### config.mk
export PLATFORM = sky130hd
export DESIGN_NAME = alu_operand_stage
export DESIGN_NICKNAME = d
export VERILOG_FILES = /design/src/rtl/alu_operand_stage.sv
export SDC_FILE = /design/constraint.sdc
export NUM_CORES = 1
export LEC_CHECK = 0
export ABC_CLOCK_PERIOD_IN_PS = 27100
export CAP_MARGIN = 40
export CORE_MARGIN = 2
export CORE_UTILIZATION = 51
export CTS_CLUSTER_DIAMETER = 200
export DETAILED_ROUTE_END_ITERATION = 12
export PLACE_DENSITY = 0.86
export SYNTH_ARGS = -nofsm -noshare
export SYNTH_HDL_FRONTEND = slang
export SYNTH_SLANG_ARGS = --single-unit
### constraint.sdc
create_clock -name clk -period 27.1 [get_ports clk]
set_input_delay 2.71 -clock clk [delete_from_list [all_inputs] [get_ports clk]]
set_output_delay 2.71 -clock clk [all_outputs]
set_load 0.05 [all_outputs]
### src/rtl/alu_operand_stage.sv
// Decode->execute register stage feeding the ALU: operand-B mux, funct7 normalisation,
// valid/ready handshake with a one-entry skid buffer, branch flush and a stall counter.
module alu_operand_stage #(
    parameter int XLEN  = 32,
    parameter int CNT_W = 16
) (
    input  logic             clk,
    input  logic             rst_n,
    input  logic             flush_i,
    input  logic             in_valid,
    output logic             in_ready,
    input  logic [XLEN-1:0]  in_rs1_data,
    input  logic [XLEN-1:0]  in_rs2_data,
    input  logic [XLEN-1:0]  in_imm,
    input  logic             in_use_imm,
    input  logic [2:0]       in_funct3,
    input  logic             in_funct7,
    input  logic [4:0]       in_rd,
    output logic             out_valid,
    input  logic             out_ready,
    output logic [XLEN-1:0]  out_operandA,
    output logic [XLEN-1:0]  out_operandB,
    output logic [2:0]       out_funct3,
    output logic             out_funct7,
    output logic [4:0]       out_rd,
    output logic [CNT_W-1:0] stall_cnt
);

    typedef struct packed {
        logic [XLEN-1:0] op_a;
        logic [XLEN-1:0] op_b;
        logic [2:0]      f3;
        logic            f7;
        logic [4:0]      rd;
    } beat_t;

    beat_t m_q, s_q, in_beat;
    logic  m_valid, s_valid;
    logic  accept, m_free;

    // NOTE: every signal written here gets a value on every path, so no latch is inferred.
    always_comb begin
        in_beat      = '0;
        in_beat.op_a = in_rs1_data;
        in_beat.op_b = in_use_imm ? in_imm : in_rs2_data;
        in_beat.f3   = in_funct3;
        // ADDI must never turn into a subtract, whatever bit 30 of the immediate holds.
        in_beat.f7   = (in_use_imm && in_funct3 == 3'b000) ? 1'b0 : in_funct7;
        in_beat.rd   = in_rd;
    end

    assign accept = in_valid & in_ready;
    assign m_free = ~m_valid | out_ready;

    // NOTE: sequential state uses non-blocking assignments so all registers update together.
    always_ff @(posedge clk or negedge rst_n) begin
        if (!rst_n) begin
            m_valid <= 1'b0;
            s_valid <= 1'b0;
            m_q     <= '0;
        end else if (flush_i) begin
            m_valid <= 1'b0;
            s_valid <= 1'b0;
        end else if (m_free) begin
            s_valid <= 1'b0;
            if (s_valid) begin
                m_valid <= 1'b1;
                m_q     <= s_q;
            end else if (accept) begin
                m_valid <= 1'b1;
                m_q     <= in_beat;
            end else begin
                m_valid <= 1'b0;
            end
        end else if (accept) begin
            s_valid <= 1'b1;
        end
    end

    // NOTE: skid data needs no reset; it is only ever read while s_valid is set.
    always_ff @(posedge clk) begin
        if (!flush_i && !m_free && accept) begin
            s_q <= in_beat;
        end
    end

    always_ff @(posedge clk or negedge rst_n) begin
        if (!rst_n) begin
            stall_cnt <= '0;
        end else if (m_valid && !out_ready && stall_cnt != {CNT_W{1'b1}}) begin
            stall_cnt <= stall_cnt + CNT_W'(1);
        end
    end

    // Skid occupancy is a flop, so in_ready never sees out_ready combinationally.
    assign in_ready     = ~s_valid;
    assign out_valid    = m_valid;
    assign out_operandA = m_q.op_a;
    assign out_operandB = m_q.op_b;
    assign out_funct3   = m_q.f3;
    assign out_funct7   = m_q.f7;
    assign out_rd       = m_q.rd;

endmodule

* Yosys cells after proc, flatten, opt, wreduce, memory -nomap -nowiden
Index checks and enable logic that the tools add are counted.
** Operators by class
- Muxes and demuxes :: 11
- Bitwise operators :: 5
- Add/subtract/negate cells :: 1
- Reduce and logical (&&, ||, !) cells :: 13
- Eq/ne operators :: 1
** Operators by type and width (count)
- $mux W73 :: 2
- $mux W32 :: 1
- $add A16 B1 Y16 const B :: 1
- $ne A16 B16 Y1 const B :: 1
- $mux W1 :: 8
- $logic_and A1 B1 Y1 :: 5
- $reduce_bool A2 Y1 :: 2
- $logic_not A1 Y1 :: 3
- $logic_not A3 Y1 :: 1
- $not A1 Y1 :: 3
- $reduce_and A3 Y1 :: 1
- $reduce_bool A3 Y1 :: 1
- $and A1 B1 Y1 :: 1
- $or A1 B1 Y1 :: 1
** Storage, ports and cells
- Bits of input ports :: 111
- Logic and storage cells :: 44
- Register bits :: 164
- Output and inout port bits :: 91

* Depth between registers and ports, before layout
Gate-level depths: netlist (run 1).
- Depth in word-level cells :: 6
- Depth in mapped cells :: 8
- Depth with buffers taken out :: 5

* Worst setup path after synthesis (run 1)
OpenSTA, ideal clock, no wires.
- Kind :: input-to-reg
- Start point :: input out_ready
- End point :: register s_q[0] (netlist bit), enable pin
- Library setup time :: 0.713 ns
- Buffers on the path :: 0
- Cell stages on the path :: 2
- Data arrival time :: 10.459 ns
- Path slack :: 15.928 ns
- Data required time :: 26.387 ns
- Path through :: nand2b_1 -> nor4b_1
** Between the ends
- Longest elaborated chain between the ends :: 4
** RTL lines
- start, declared :: line 20 : input logic out_ready,
- $or A1 B1 Y1 :: line 53 : assign m_free = ~m_valid | out_ready;
- $logic_not A1 Y1 :: line 82 : if (!flush_i && !m_free && accept) begin
- $logic_and A1 B1 Y1 (2 in series) :: line 82
- end signal, assigned :: line 83 : s_q <= in_beat;
- end, declared :: line 37 : beat_t m_q, s_q, in_beat;
No other way between the ends.
A chain may end at the register's enable or synchronous reset.

* Final worst setup path (run 1)
- Start point :: register s_valid
- End point :: output in_ready
** Between the ends
- Longest elaborated chain between the ends :: 1
** RTL lines
- start, declared :: line 38 : logic m_valid, s_valid;
- start signal, assigned :: line 59 : s_valid <= 1'b0;
- start signal, assigned :: line 63 : s_valid <= 1'b0;
- start signal, assigned :: line 65 : s_valid <= 1'b0;
- $not A1 Y1 :: line 96 : assign in_ready = ~s_valid;
- end, declared :: line 11 : output logic in_ready,
No other way between the ends.

==> results of run 1 <==
[placed cells by master, fill, tap and decap left out, drive strengths merged, types with 2 or more instances in the layout]
master	instances
nand3	6
clkdlybuf4s50	200
and3	2
dfrtp	91
bufinv	2
a211oi	6
a21oi	5
inv	4
mux2	34
nor2	4
or4	2
buf	8
nand4	3
mux2i	72
clkinvlp	3
nand2	79
nor3	6
edfxtp	73
clkinv	4
xor2	11
o21ai	72
clkbuf	23
[registers in the layout, indices dropped and copies added, names as in the netlist]
signal / cells
s_q: 73
out_operandA: 32
out_operandB: 32
stall_cnt: 16
out_rd: 5
out_funct3: 3
out_funct7: 1
out_valid: 1
s_valid: 1
[worst max-delay path, stage by stage (launching register included)]
cell	delay [ps]
dfrtp_2	410
inv_2	50
buf_4	460
clkdlybuf4s50_1	910
[kinds of logic (layout without fill, tap and decap cells)]
| family | Yosys count | after routing | share of synthesized area [%] |
|---|---|---|---|
| AOI/OAI and AO/OA | 89 | 89 | 7.20 |
| xor gates and xnor gates | 12 | 12 | 1.55 |
| buffers and inverters | 33 | 244 | 1.88 |
| muxes | 106 | 106 | 16.3 |
| DFF | 164 | 164 | 65.9 |
| adders and majority gates | 1 | 1 | 0.184 |
| and+or+nand+nor | 109 | 109 | 7.01 |
[routing by layer]
| layer | GRT usage, % | vias up |
|---|---|---|
| met2 | 37.6 | 184 |
| met3 | 6.75 | 34 |
| met1 | 29.0 | 2357 |
| met4 | 9.71 | 0 |
| met5 | 0 | - |
| li1 | - | 2250 |
[metrics by stage]
step	cell area [µm²]	setup WS (ps)	utilization (%)
2_1_floorplan	6780	15930	-
3_3_place_gp	8960	22310	68.2
3_5_place_dp	8980	22400	68.4
4_1_cts	9560	22100	72.8
5_1_grt	9560	22010	72.8
6_report	9560	22110	72.8
[worst paths after layout]
path | to | slack (ps) | cells past startpoint
min | out_operandB[30]$_DFFE_PN0P_ | 480 | 2
min in group asynchronous | out_operandA[13]$_DFFE_PN0P_ | 2260 | 1
max | in_ready | 22110 | 3
max reg2reg | out_rd[4]$_DFFE_PN0P_ | 24600 | 6
max in group asynchronous | s_valid$_DFFE_PN0P_ | 23720 | 2
min reg2reg | out_operandB[30]$_DFFE_PN0P_ | 480 | 2
[power groups by stage]
stage / logic (mW) / registers (mW) / clock network [mW]
2_1_floorplan: 0.0334 / 0.383 / 0
3_3_place_gp: 0.185 / 0.306 / 0
3_5_place_dp: 0.190 / 0.307 / 0
4_1_cts: 0.191 / 0.303 / 0.237
5_1_grt: 0.199 / 0.305 / 0.248
6_report: 0.190 / 0.303 / 0.233
[cell type report]
type                    count  area share (%)
multi-input cells         317            23.0
clock inverters             9            1.07
well taps                 176            2.30
clock buffers              23            5.00
repair buffers            208            21.8
inverters                   4           0.157
flip-flops and latches    164            46.7
==> results.toml, run 1 <==
[placed_design]
hpwlAfterDp_mm = 10.8
io_buffers = 201
place.gp.congestion = 0.806
dp_cells = 869

[die]
core_area_um2 = 13100
row_count = 42
die_y_um = 119
io_pins = 202
die_x_um = 119
die_area_um2 = 14200
initial_core_util_pct = 51.6

[clock_network]
cts_buffers = 17
cts_tree = "yes"
cts_num_sinks = 164
root_buffer = "clkbuf_16"
clk_pin_slew_ps = 60
cts_buffer_depth = 2
clk_latency_ps = 420
htreeDepth = 4
hold_buffers = 0
post-cts-setup-buffer-count = 0
cts_resized = 0

[pwr]
pwr-share-clk_pct = 32.1
p_sw_share_pct = 31.7
p_leak_nw = 3.89
p_seq_share_pct = 41.7
internal_power_mw = 0.496
power.density_nw_per_um2 = 75.9
finalPower_mw = 0.726
p_sw_mw = 0.230
ir_drop_uv = 41.0
p_comb_share_pct = 26.1

[logic_synthesis]
synth_nets = 626
synth_area_leaders = "dfrtp_1 (34%), edfxtp_1 (32%), mux2i_1 (11%), mux2_2 (5.6%), o21ai_0 (5.3%)"
synth-edff-count = 73
yosysMostFrequentCell = "dfrtp_1"
synthCells = 514
synth_ff_type = "dfrtp_1"
synth_top_area_cell = "dfrtp_1"
synth-seq-cells = 164
synth_top_area_share_pct = 33.6
avgSynthCellArea_um2 = 13.2
ys_warn_count = 0
syn-cell-area_um2 = 6780
synthArstFlopShare_pct = 55.5
synthDistinctLibCells = 38
ys_seq_area_share_pct = 65.9
synth.top_cells.by_count = "dfrtp_1 (91), nand2_1 (79), edfxtp_1 (73)"

[final_layout]
drive_above_1_share_pct = 11.2
syn2layout_area_growth_pct = 41.0
instances_no_fill = 901
antenna_cells = 0
num-fill-cells = 870
fin_nets = 824
ff_latch_area_um2 = 4470
multi_input_area_um2 = 2200

[route]
avgViaCountPerCell = 5.36
drc_errors = 0
dr_total_vias = 4825
routed.top_layer = "met4"
routed_wl_mm = 15.7
wl_met1_mm = 6.53
first_pass_iters = 5
post_drt_wl_per_cell_um = 17.5
ant_nets = 0
drt_first_iter_violations = 397
wl_met2_mm = 7.71
detailroute.wirelength.met3_mm = 1.13

[global_route]
grt_pass1_wl_mm = 25.4
overflow = 0
grt_pass1_vias = 5025
track_usage_pct = 23.1
grt_max_degree = 81
antenna_found_initial = 0

[hold_path]
hold_start = "out_operandB[30]$_DFFE_PN0P_"
hold_class = "reg2reg"

[timing]
finalHoldViolCount = 0
setup_tns_ps = 0
finalCritPeriodShare_pct = 18.4
fin_skew_ps = 7.36
period_minus_slack_ps = 4990
timing.slew.headroom_pct = 49.3
tightest_slew_ps = 761
rsz0062_at_grt = "no"
slew_violations = 0
clock.fmax_mhz = 201
setup_viol = 0
worst_hold_slack_ps = 481

[critical_path]
crit_path_start_kind = "register"
crit_arrival_ps = 2280
crit_type = "reg2out"
crit_path_end_kind = "output port"
crit_required_ps = 24390
worstPathMaxFanout = 34
crit_path_start = "s_valid$_DFFE_PN0P_"
r2r-start = "s_valid$_DFFE_PN0P_"

[status]
outcome = "finished, final reports clean"

[job]
maxCapViolations = 0
(Power assumes the default switching activity.)
==> run 2: changes to the inputs <==
- ABC_CLOCK_PERIOD_IN_PS: 27100 -> 4500
- CORE_UTILIZATION: 51 -> 43
- PLACE_DENSITY: 0.86 -> 0.77
- clock period: 27.1 -> 4.5 ns (I/O delays scaled with it)
==> run 2 against run 1 <==
Against the previous run:
- sequential cell count is the same
- worst hold slack worse by 380 ps
- critical endpoint unchanged
- clock skew shrank 0.93 ps
- critical path depth unchanged
- largest cell class unchanged
- core utilization is 9.6 points lower
==> results.toml, run 2 (synthesis gave the netlist of run 1 again) <==
[final_layout]
num-fill-cells = 1184
post-route-util_pct = 63.2
antenna_cells = 0
design_area_um2 = 9680
fin_nets = 824
largest_reg_flops = 73
syn2layout_area_growth_pct = 42.8
final_common_cell = "clkdlybuf4s50_1"
drive_above_1_share_pct = 11.6
instances_no_fill = 936
top_register = "s_q"
multi_input_area_um2 = 2200
ff_latch_area_um2 = 4470
final_cell_mix = "clkdlybuf4s50_1 (199), dfrtp_1 (90), nand2_1 (79), edfxtp_1 (73)"

[timing]
period_minus_slack_ps = 2930
slew_violations = 0
tightest_slew_ps = 745
finalHoldViolCount = 0
setup_viol = 0
rsz0062_at_grt = "no"
worst_hold_slack_ps = 104
clock.fmax_mhz = 341
setup_tns_ps = 0
timing.slew.headroom_pct = 50.3
finalCritPeriodShare_pct = 65.2
finalWorstSetupSlack_ps = 1570
fin_skew_ps = 6.43

[pwr]
finalPower_mw = 4.55
ir_drop_uv = 243
p_leak_nw = 3.93
power.density_nw_per_um2 = 470

[die]
row_count = 45
io_pins = 202
die_area_um2 = 16800
die_x_um = 130
core_area_um2 = 15300
initial_core_util_pct = 44.3
die_y_um = 130

[route]
ant_nets = 0
drc_errors = 0
first_pass_iters = 6
dr_total_vias = 4743
post_drt_wl_per_cell_um = 16.7
routed_wl_mm = 15.6
drt_first_iter_violations = 238
avgViaCountPerCell = 5.07

[placed_design]
pre_cts_ws_ps = 1950
place_area_um2 = 9020
io_buffers = 201
dp_cells = 904
hpwlAfterDp_mm = 10.7
place.gp.congestion = 0.782

[global_route]
use_met2_pct = 32.4
gr-usage-met3_pct = 5.20
overflow = 0
grt_pass1_vias = 4889
track_usage_pct = 19.3
grt_pass1_wl_mm = 24.9
busiest_layer = "met2"
antenna_found_initial = 1
use_met1_pct = 23.8
grt_max_degree = 56

[clock_network]
root_buffer = "clkbuf_16"
cts_buffer_depth = 2
cts_tree = "yes"
clk_latency_ps = 420
cts_buffers = 17
cts_resized = 0
clk_pin_slew_ps = 60
htreeDepth = 4
post-cts-setup-buffer-count = 0
hold_buffers = 0
cts_num_sinks = 164

[critical_path]
r2r-start = "s_valid$_DFFE_PN0P_"
r2r_slack_ps = 2260
crit_end = "in_ready"
r2r_cells = 5
r2r-end = "out_operandB[7]$_DFFE_PN0P_"
crit_required_ps = 4050
crit_path_start = "s_valid$_DFFE_PN0P_"
crit_type = "reg2out"
worstPathMaxFanout = 23
crit_arrival_ps = 2480
crit_path_end_kind = "output port"
crit_path_start_kind = "register"

[hold_path]
hold_class = "in2async"

[status]
outcome = "finished, final reports clean"

[job]
maxCapViolations = 0
run 2: cell count changes in the layout (fill, tap and decap cells not counted), sizes merged:
cell           previous run  this run
buf                       8         9
bufinv                    2         5
clkbuf                   23        20
clkdlybuf4s50           200       199
clkinv                    4         6
clkinvlp                  3         1
run 2: where the power goes:
group | switching, mW | total, mW | leakage [nW] | internal (mW)
sequential | 0.100 | 1.82 | 1.80 | 1.72
clock | 0.578 | 1.59 | 0.320 | 1.02
combinational | 0.726 | 1.14 | 1.81 | 0.411
run 2: area by class of cell:
class | instances | share of cell area [%]
Sequential cell | 164 | 46.2
Multi-Input combinational cell | 317 | 22.8
Timing Repair Buffer | 208 | 21.4
Clock buffer | 20 | 4.72
Tap cell | 211 | 2.73
Clock inverter | 12 | 2.09
Inverter | 4 | 0.155
run 2: how the worst min path moves through the flow:
stage,startpoint,end,slack (ps)
after detailed placement,out_operandB[15]$_DFFE_PN0P_,out_operandB[15]$_DFFE_PN0P_,470
after global routing,rst_n,out_operandB[29]$_DFFE_PN0P_,160
after floorplan,rst_n,out_funct3[0]$_DFFE_PN0P_,150
final,rst_n,out_operandA[8]$_DFFE_PN0P_,100
after global placement,out_operandA[5]$_DFFE_PN0P_,out_operandA[5]$_DFFE_PN0P_,460
after CTS,rst_n,out_operandA[8]$_DFFE_PN0P_,120
run 2: worst max-delay path, cell delays in order, from the launching register on:
cell,delay (ps)
dfrtp_2,790
buf_4,490
inv_2,60
clkdlybuf4s50_1,710
run 2: metal layers:
layer	part of all wire [%]	wire [µm]
met4	2.3	361
met2	49	7580
met3	6.0	930
met5	0.083	13
met1	43	6730
